==> config.mk <==
export PLATFORM = sky130hd
export DESIGN_NAME = memory_arbiter
export DESIGN_NICKNAME = d
export VERILOG_FILES = /design/src/rtl/memory_arbiter.sv
export SDC_FILE = /design/constraint.sdc
export NUM_CORES = 1
export LEC_CHECK = 0
export ABC_CLOCK_PERIOD_IN_PS = 6080
export CORE_MARGIN = 3
export CORE_UTILIZATION = 41
export DETAILED_ROUTE_END_ITERATION = 8
export PLACE_DENSITY_LB_ADDON = 0.3
export SLEW_MARGIN = 30
export SYNTH_ARGS = -nofsm -noshare
export SYNTH_HDL_FRONTEND = slang
export SYNTH_SLANG_ARGS = --single-unit
export TNS_END_PERCENT = 10
==> constraint.sdc <==
create_clock -name clk -period 6.08 [get_ports clk]
set_input_delay 0.608 -clock clk [delete_from_list [all_inputs] [get_ports clk]]
set_output_delay 0.608 -clock clk [all_outputs]
set_load 0.02 [all_outputs]
==> src/rtl/memory_arbiter.sv <==
// rtl/memory_arbiter.sv - shares the single-ported data memory between fetch (read-only) and load/store
module memory_arbiter #(
    parameter int MAX_DATA_BURST = 4,
    parameter int TIMEOUT_CYCLES = 64
) (
    input  logic        clk,
    input  logic        reset,
    input  logic [31:0] fetch_addr,
    input  logic        fetch_valid,
    output logic [31:0] fetch_data,
    output logic        fetch_done,
    input  logic [31:0] data_addr,
    input  logic [31:0] data_wdata,
    input  logic        data_write,
    input  logic        data_valid,
    output logic [31:0] data_rdata,
    output logic        data_done,
    output logic [31:0] mem_in_addr,
    output logic [31:0] mem_in_data,
    output logic        mem_in_valid,
    input  logic        mem_in_ready,
    output logic [31:0] mem_out_addr,
    output logic        mem_out_valid,
    input  logic [31:0] mem_out_data,
    input  logic        mem_out_ready,
    input  logic        mem_addr_error,
    output logic        addr_error,
    output logic        timeout_error
);

    localparam int BW = (MAX_DATA_BURST < 1) ? 1 : $clog2(MAX_DATA_BURST + 1);
    localparam int TW = (TIMEOUT_CYCLES < 2) ? 1 : $clog2(TIMEOUT_CYCLES);
    localparam logic [BW-1:0] BURST_MAX = BW'(MAX_DATA_BURST);
    localparam logic [TW-1:0] TO_LAST   = TW'(TIMEOUT_CYCLES - 1);

    typedef enum logic [1:0] {
        IDLE,
        ISSUE,
        RELEASE
    } state_t;

    state_t        state, state_nxt;
    logic [31:0]   lat_addr;
    logic [31:0]   lat_wdata;
    logic          lat_write;
    logic          lat_owner;  // 1 = load/store, 0 = fetch
    logic [BW-1:0] burst;
    logic [TW-1:0] to_cnt;

    logic grant_any;
    logic grant_data;
    logic ready_hit;
    logic timeout_hit;

    // Fetch is only forced ahead once data has used up its burst allowance.
    assign grant_any   = fetch_valid || data_valid;
    assign grant_data  = data_valid && (!fetch_valid || (burst != BURST_MAX));
    assign ready_hit   = lat_write ? mem_in_ready : mem_out_ready;
    assign timeout_hit = (to_cnt == TO_LAST);

    assign mem_in_addr   = lat_addr;
    assign mem_out_addr  = lat_addr;
    assign mem_in_data   = lat_wdata;
    assign mem_in_valid  = (state == ISSUE) && lat_write;
    assign mem_out_valid = (state == ISSUE) && !lat_write;

    always_comb begin
        state_nxt = state;
        case (state)
            IDLE:    if (grant_any) state_nxt = ISSUE;
            ISSUE:   if (ready_hit || timeout_hit) state_nxt = RELEASE;
            RELEASE: state_nxt = IDLE;
            default: state_nxt = IDLE;
        endcase
    end

    always_ff @(posedge clk or posedge reset) begin
        if (reset) begin
            state         <= IDLE;
            lat_addr      <= '0;
            lat_wdata     <= '0;
            lat_write     <= 1'b0;
            lat_owner     <= 1'b0;
            burst         <= '0;
            to_cnt        <= '0;
            fetch_data    <= '0;
            fetch_done    <= 1'b0;
            data_rdata    <= '0;
            data_done     <= 1'b0;
            addr_error    <= 1'b0;
            timeout_error <= 1'b0;
        end else begin
            state      <= state_nxt;
            fetch_done <= 1'b0;
            data_done  <= 1'b0;
            addr_error <= addr_error | mem_addr_error;
            case (state)
                IDLE: begin
                    if (!fetch_valid) burst <= '0;
                    if (grant_any) begin
                        to_cnt <= '0;
                        if (grant_data) begin
                            lat_addr  <= data_addr;
                            lat_wdata <= data_wdata;
                            lat_write <= data_write;
                            lat_owner <= 1'b1;
                            // grant_data with fetch waiting implies burst < MAX, so this saturates
                            if (fetch_valid) burst <= burst + 1'b1;
                        end else begin
                            lat_addr  <= fetch_addr;
                            lat_write <= 1'b0;
                            lat_owner <= 1'b0;
                            burst     <= '0;
                        end
                    end
                end
                ISSUE: begin
                    if (ready_hit) begin
                        if (lat_owner) begin
                            data_done <= 1'b1;
                            if (!lat_write) data_rdata <= mem_out_data;
                        end else begin
                            fetch_done <= 1'b1;
                            fetch_data <= mem_out_data;
                        end
                    end else if (timeout_hit) begin
                        timeout_error <= 1'b1;
                        if (lat_owner) begin
                            data_done  <= 1'b1;
                            data_rdata <= '0;
                        end else begin
                            fetch_done <= 1'b1;
                            fetch_data <= '0;
                        end
                    end else begin
                        to_cnt <= to_cnt + 1'b1;
                    end
                end
                default: ;
            endcase
        end
    end

endmodule
Word level (Yosys, flattened, before mapping)
Cells that the tools add are included.

Register bits after elaboration: 145. Bits in latches: 0. RAM bits: 0. Bits in read-only memories: 0. Bits of input ports: 136. Output and inout bits: 166. Logic and storage cells: 79. Memories: 0.

Add/subtract/negate cells: 2. Multipliers: 0. Divide/modulo/power cells: 0. Magnitude comparators: 0. Eq/ne operators: 12. Shifts and indexed selects: 0. Muxes and demuxes: 32. Bitwise logic cells: 2. Reductions and logical operators: 18.

Operators by type and width (number): 32-bit 2-to-1 mux (10); 6-bit 2-to-1 mux (3); 2-bit inequality test (second input constant) (8); 3-bit 2-to-1 mux (4); 6-bit case mux with 2 select lines (1); 1-bit 2-to-1 mux (11); 4-bit AND reduction (2); 6-bit by 1-bit adder with 6-bit output (second input constant) (1); 6-bit == test (second input constant) (1); 3-bit AND reduction (2); 5-bit AND reduction (1); 2-bit 2-to-1 mux (2); 2-bit case mux with 2 select lines (1); 2-bit AND reduction (2); 2-bit nonzero test (2); 3-bit by 1-bit adder with 3-bit output (second input constant) (1); 1-bit logical AND (3); 1-bit logical OR (3); 3-bit inequality test (second input constant) (1); 2-bit by 1-bit == test with 1-bit output (second input constant) (1); 1-bit logical NOT (2); 2-bit logical NOT (1); 2-bit by 1-bit inequality test with 1-bit output (second input constant) (1); 1-bit NOT (1); 1-bit OR (1).

Logic depth before layout (Yosys ltp)
Word-level depth: 5. Gate-level depth with buffers: 7. Gate-level depth less buffers: 6.

Worst setup path after synthesis
No wires, ideal clock.

Path kind: in2reg. From: in fetch_valid. To: reg lat_wdata[10], in the netlist mem_in_data[10]. Setup time: 125 ps. Arrival: 1734 ps. Data required time: 5955 ps. Slack: 4221 ps. Stages: 5. Path buffers: 1. Path through: nand3_1 -> nand2_1 -> nor3_2 -> buf_2 -> mux2_2.

Word-level cells in the longest chain between the ends: 4. Elaborated cells on any way between the ends: 5. Those cells by class: reduce/logical: 5.

Ends and longest elaborated chain: from (decl) (RTL line 9) `input logic fetch_valid,`; 1-bit logical NOT; 1-bit logical OR (RTL line 57) `assign grant_data = data_valid && (!fetch_valid || (burst != BURST_MAX));`; 1-bit logical AND (RTL line 57); 3-bit AND reduction (no source line) *; to (signal assigned) (RTL line 104) `lat_wdata <= data_wdata;`; to (decl) (RTL line 44) `logic [31:0] lat_wdata;`.

Mark *: on every way between the ends. The rest lies on a longest branch, timed or not. A chain may end at the register's enable or synchronous reset.

Worst setup path in the final report
From: in mem_in_ready. To: reg data_rdata[12].

Word-level cells in the longest chain between the ends: 3. Elaborated cells on any way between the ends: 6. Those cells by class: eq/ne: 2; mux: 2; reduce/logical: 2.

Ends and longest elaborated chain: from (decl) (RTL line 21) `input logic mem_in_ready,`; 1-bit 2-to-1 mux * (RTL line 58) `assign ready_hit = lat_write ? mem_in_ready : mem_out_ready;`; 2-bit inequality test (no source line) / 2-bit nonzero test (equally long branches); 5-bit AND reduction (no source line); to (signal assigned) (RTL line 121) `if (!lat_write) data_rdata <= mem_out_data;`; to (decl) (RTL line 16) `output logic [31:0] data_rdata,`.

Marks and branches as above.

==> impl_metrics.py <==
metrics = {
    "outcome": {
        "status": "finished clean",
    },
    "placed_design": {
        "gp_congestion": 0.766,
        "portBuffers": 301,
        "dp_hpwl_mm": 13.1,
    },
    "cells_and_area": {
        "syn_to_final_growth_pct": 54.2,
        "finish.utilization_pct": 66.2,
        "layout_common_cells": "301 x clkdlybuf4s50_1, 144 x dfrtp_1, 79 x o21ai_0, 70 x nand2_1, 66 x mux2i_1",
        "fill_cells": 1133,
        "final_common_cell": "clkdlybuf4s50_1",
        "multi_input_area_mm2": 0.00219,
        "nets": 963,
        "drive_gt1_share_pct": 9.09,
        "final-seq-area_mm2": 0.00363,
        "n_antenna_cell": 0,
    },
    "route": {
        "via_count": 5119,
        "dr.pass1.iters": 4,
        "final_antenna_net_count": 0,
        "wl_per_cell_um": 17.4,
        "drc": 0,
        "viasPerCell": 5.02,
        "wl_mm": 17.7,
        "drt_iter0_markers": 206,
    },
    "power": {
        "swShare_pct": 38.5,
        "seqPwrFrac_pct": 32.2,
        "p_sw_mw": 2.09,
        "p_int_mw": 3.34,
        "p_leak_nw": 4.53,
        "ir_drop_mv": 0.289,
        "p_clk_share_pct": 18.7,
        "p_per_area_mw_per_mm2": 552,
        "power_frac_comb_pct": 49.1,
    },
    "critical_path": {
        "r2r_end": "data_rdata[12]$_DFFE_PP0P_",
        "worstRegToRegCells": 5,
        "arrival_ns": 3.12,
        "cp_max_fo": 35,
        "cp-end-kind": "register",
        "critPathKind": "in2reg",
        "critPathRequiredTime_ns": 6.38,
        "cp-start-kind": "input pin",
        "reg2reg_setup_slack_ns": 3.39,
        "r2r-start": "lat_write$_DFFE_PP0P_",
    },
    "sta": {
        "period_minus_slack_ns": 2.81,
        "timing.final.crit_share_pct": 46.2,
        "finClkSkew_ns": 0.0104,
        "hold_violations": 0,
        "slew_headroom_pct": 49.0,
        "finalSetupTns_ns": 0,
        "worst_pin_slew_ns": 0.765,
        "report.final.setup_viol": 0,
        "fmax_ghz": 0.356,
        "slew_violations": 0,
        "rsz0062_at_grt": "no",
    },
    "clock_tree": {
        "cts-htree-levels": 4,
        "clk_latency_ns": 0.41,
        "cts_hold_buffers": 0,
        "cts.sinks": 145,
        "cts_root_buffer": "clkbuf_16",
        "ctsResizeCount": 0,
        "cts_tree": "done",
        "cts_buffers": 17,
        "cts_buffer_depth": 2,
        "cts_setup_buffers": 0,
        "clk_pin_slew_worst_paths_ns": 0.05,
    },
    "grt": {
        "grt_pass1_vias": 5336,
        "grt_pass1_wl_mm": 27.4,
        "track_usage_pct": 20.6,
        "overflow": 0,
        "antenna_found_initial": 0,
        "grt_max_degree": 85,
    },
    "die": {
        "die_area_mm2": 0.0171,
        "dieHeight_um": 131,
        "start_util_pct": 42.9,
        "io_pins": 302,
        "core_mm2": 0.0149,
        "placementRows": 44,
        "fp.dieW_um": 131,
    },
    "logic_synthesis": {
        "syn_area_per_cell_um2": 11.3,
        "synth_edf_count": 0,
        "async_reset_ff_share_pct": 100,
        "synth_area_mm2": 0.00638,
        "seq_area_frac_synth_pct": 56.9,
        "yosysUniqueCellTypes": 40,
        "synth-seq-cells": 145,
        "yosysWarnings": 0,
        "synth_fp_nets": 702,
        "synthFlopType": "dfrtp_1",
        "syn_inst": 563,
    },
    "min_path": {
        "hold_path.class": "reg2reg",
        "whs_endpoint": "timeout_error$_DFFE_PP0P_",
        "hp-start": "timeout_error$_DFFE_PP0P_",
        "whs_path_depth": 1,
    },
    "flow_run": {
        "maxCapViolCount": 0,
    },
}
-- how the worst max path moves through the flow --
| stage | startpoint | end | slack (ns) |
|---|---|---|---|
| floorplan | reset | addr_error$_DFF_PP0_ | 1.58 |
| global placement | fetch_valid | mem_in_data[9]$_DFFE_PP0P_ | 2.93 |
| detailed placement | mem_in_ready | data_rdata[14]$_DFFE_PP0P_ | 2.87 |
| CTS | mem_in_ready | data_rdata[12]$_DFFE_PP0P_ | 3.27 |
| global route | mem_in_ready | fetch_data[21]$_DFFE_PP0P_ | 3.14 |
| finish | mem_in_ready | data_rdata[12]$_DFFE_PP0P_ | 3.27 |
-- cells by family (layout without fill, tap and decap cells) --
group                    after synthesis  in the layout  synth area share, %
AO/OA/AOI/OAI                        107            107                 9.65
adder cells (fa/ha/maj)                3              3                0.589
buffers and inverters                104            377                 9.18
flip-flops                           145            145                 56.9
multiplexers                          99             99                 16.2
AND/OR/NAND/NOR                      105            105                 7.44
-- cells in the mapped netlist, drive strengths merged, types with 2 or more instances --
library cell | instances | share of area, %
nand3 | 7 | 0.75
nor2b | 2 | 0.20
nand2 | 72 | 4.3
nor2 | 6 | 0.35
dfrtp | 145 | 57
a221o | 2 | 0.31
mux2 | 33 | 5.9
ha | 3 | 0.59
and3 | 3 | 0.29
nand4 | 2 | 0.20
nor3 | 5 | 0.47
clkbuf | 14 | 0.84
buf | 48 | 5.9
mux2i | 66 | 10
and2 | 3 | 0.29
o22ai | 2 | 0.20
a21o | 3 | 0.35
inv | 42 | 2.5
o21ai | 86 | 6.7
a22o | 9 | 1.2
-- flip-flops by register name (all words and copies together), names as in the netlist, 2 cells and up --
name and count:
state 2, mem_in_addr 32, data_rdata 32, to_cnt 6, burst 3, mem_in_data 32
fetch_data 32
-- layout make-up --
cell class / instances / share of cell area (%)
Sequential cell: 145 / 36.9
Inverter: 42 / 1.65
Clock inverter: 8 / 1.06
Multi-Input combinational cell: 314 / 22.3
Tap cell: 184 / 2.34
Timing Repair Buffer: 304 / 30.9
Clock buffer: 23 / 4.86
-- critical path, cell delays in order --
cell             delay (ns)
clkdlybuf4s50_1        0.46
mux2_4                 0.45
a22oi_4                0.65
inv_2                  0.14
nand3_4                0.51
mux2i_1                0.28
-- through the flow --
| stage | total power [mW] | hold slack [ns] | cells | cell area [um2] | worst slack (ns) |
|---|---|---|---|---|---|
| floorplan | 3.23 | 0.479 | 563 | 6380 | 1.58 |
| global placement | 4.37 | 0.444 | 989 | 9240 | 2.93 |
| detailed placement | 4.44 | 0.447 | 989 | 9250 | 2.87 |
| CTS | 5.49 | 0.460 | 1020 | 9830 | 3.27 |
| global route | 5.75 | 0.490 | 1020 | 9830 | 3.14 |
| finish | 5.43 | 0.456 | 1020 | 9830 | 3.27 |
-- power by group through the flow --
stage               clock network (mW)  logic (mW)  registers [mW]
floorplan                            0        1.06            2.16
global placement                     0        2.64            1.73
detailed placement                   0        2.69            1.76
CTS                               1.04        2.69            1.75
global route                      1.09        2.85            1.81
finish                            1.02        2.67            1.75
-- metal layers --
layer	track usage [%]	up-vias	part of all wire (%)
li1	-	2399	-
met1	23.2	2492	39
met2	37.1	207	52
met3	6.14	21	7.3
met4	7.08	0	1.7
met5	0	-	0
(Power assumes the default switching activity.)
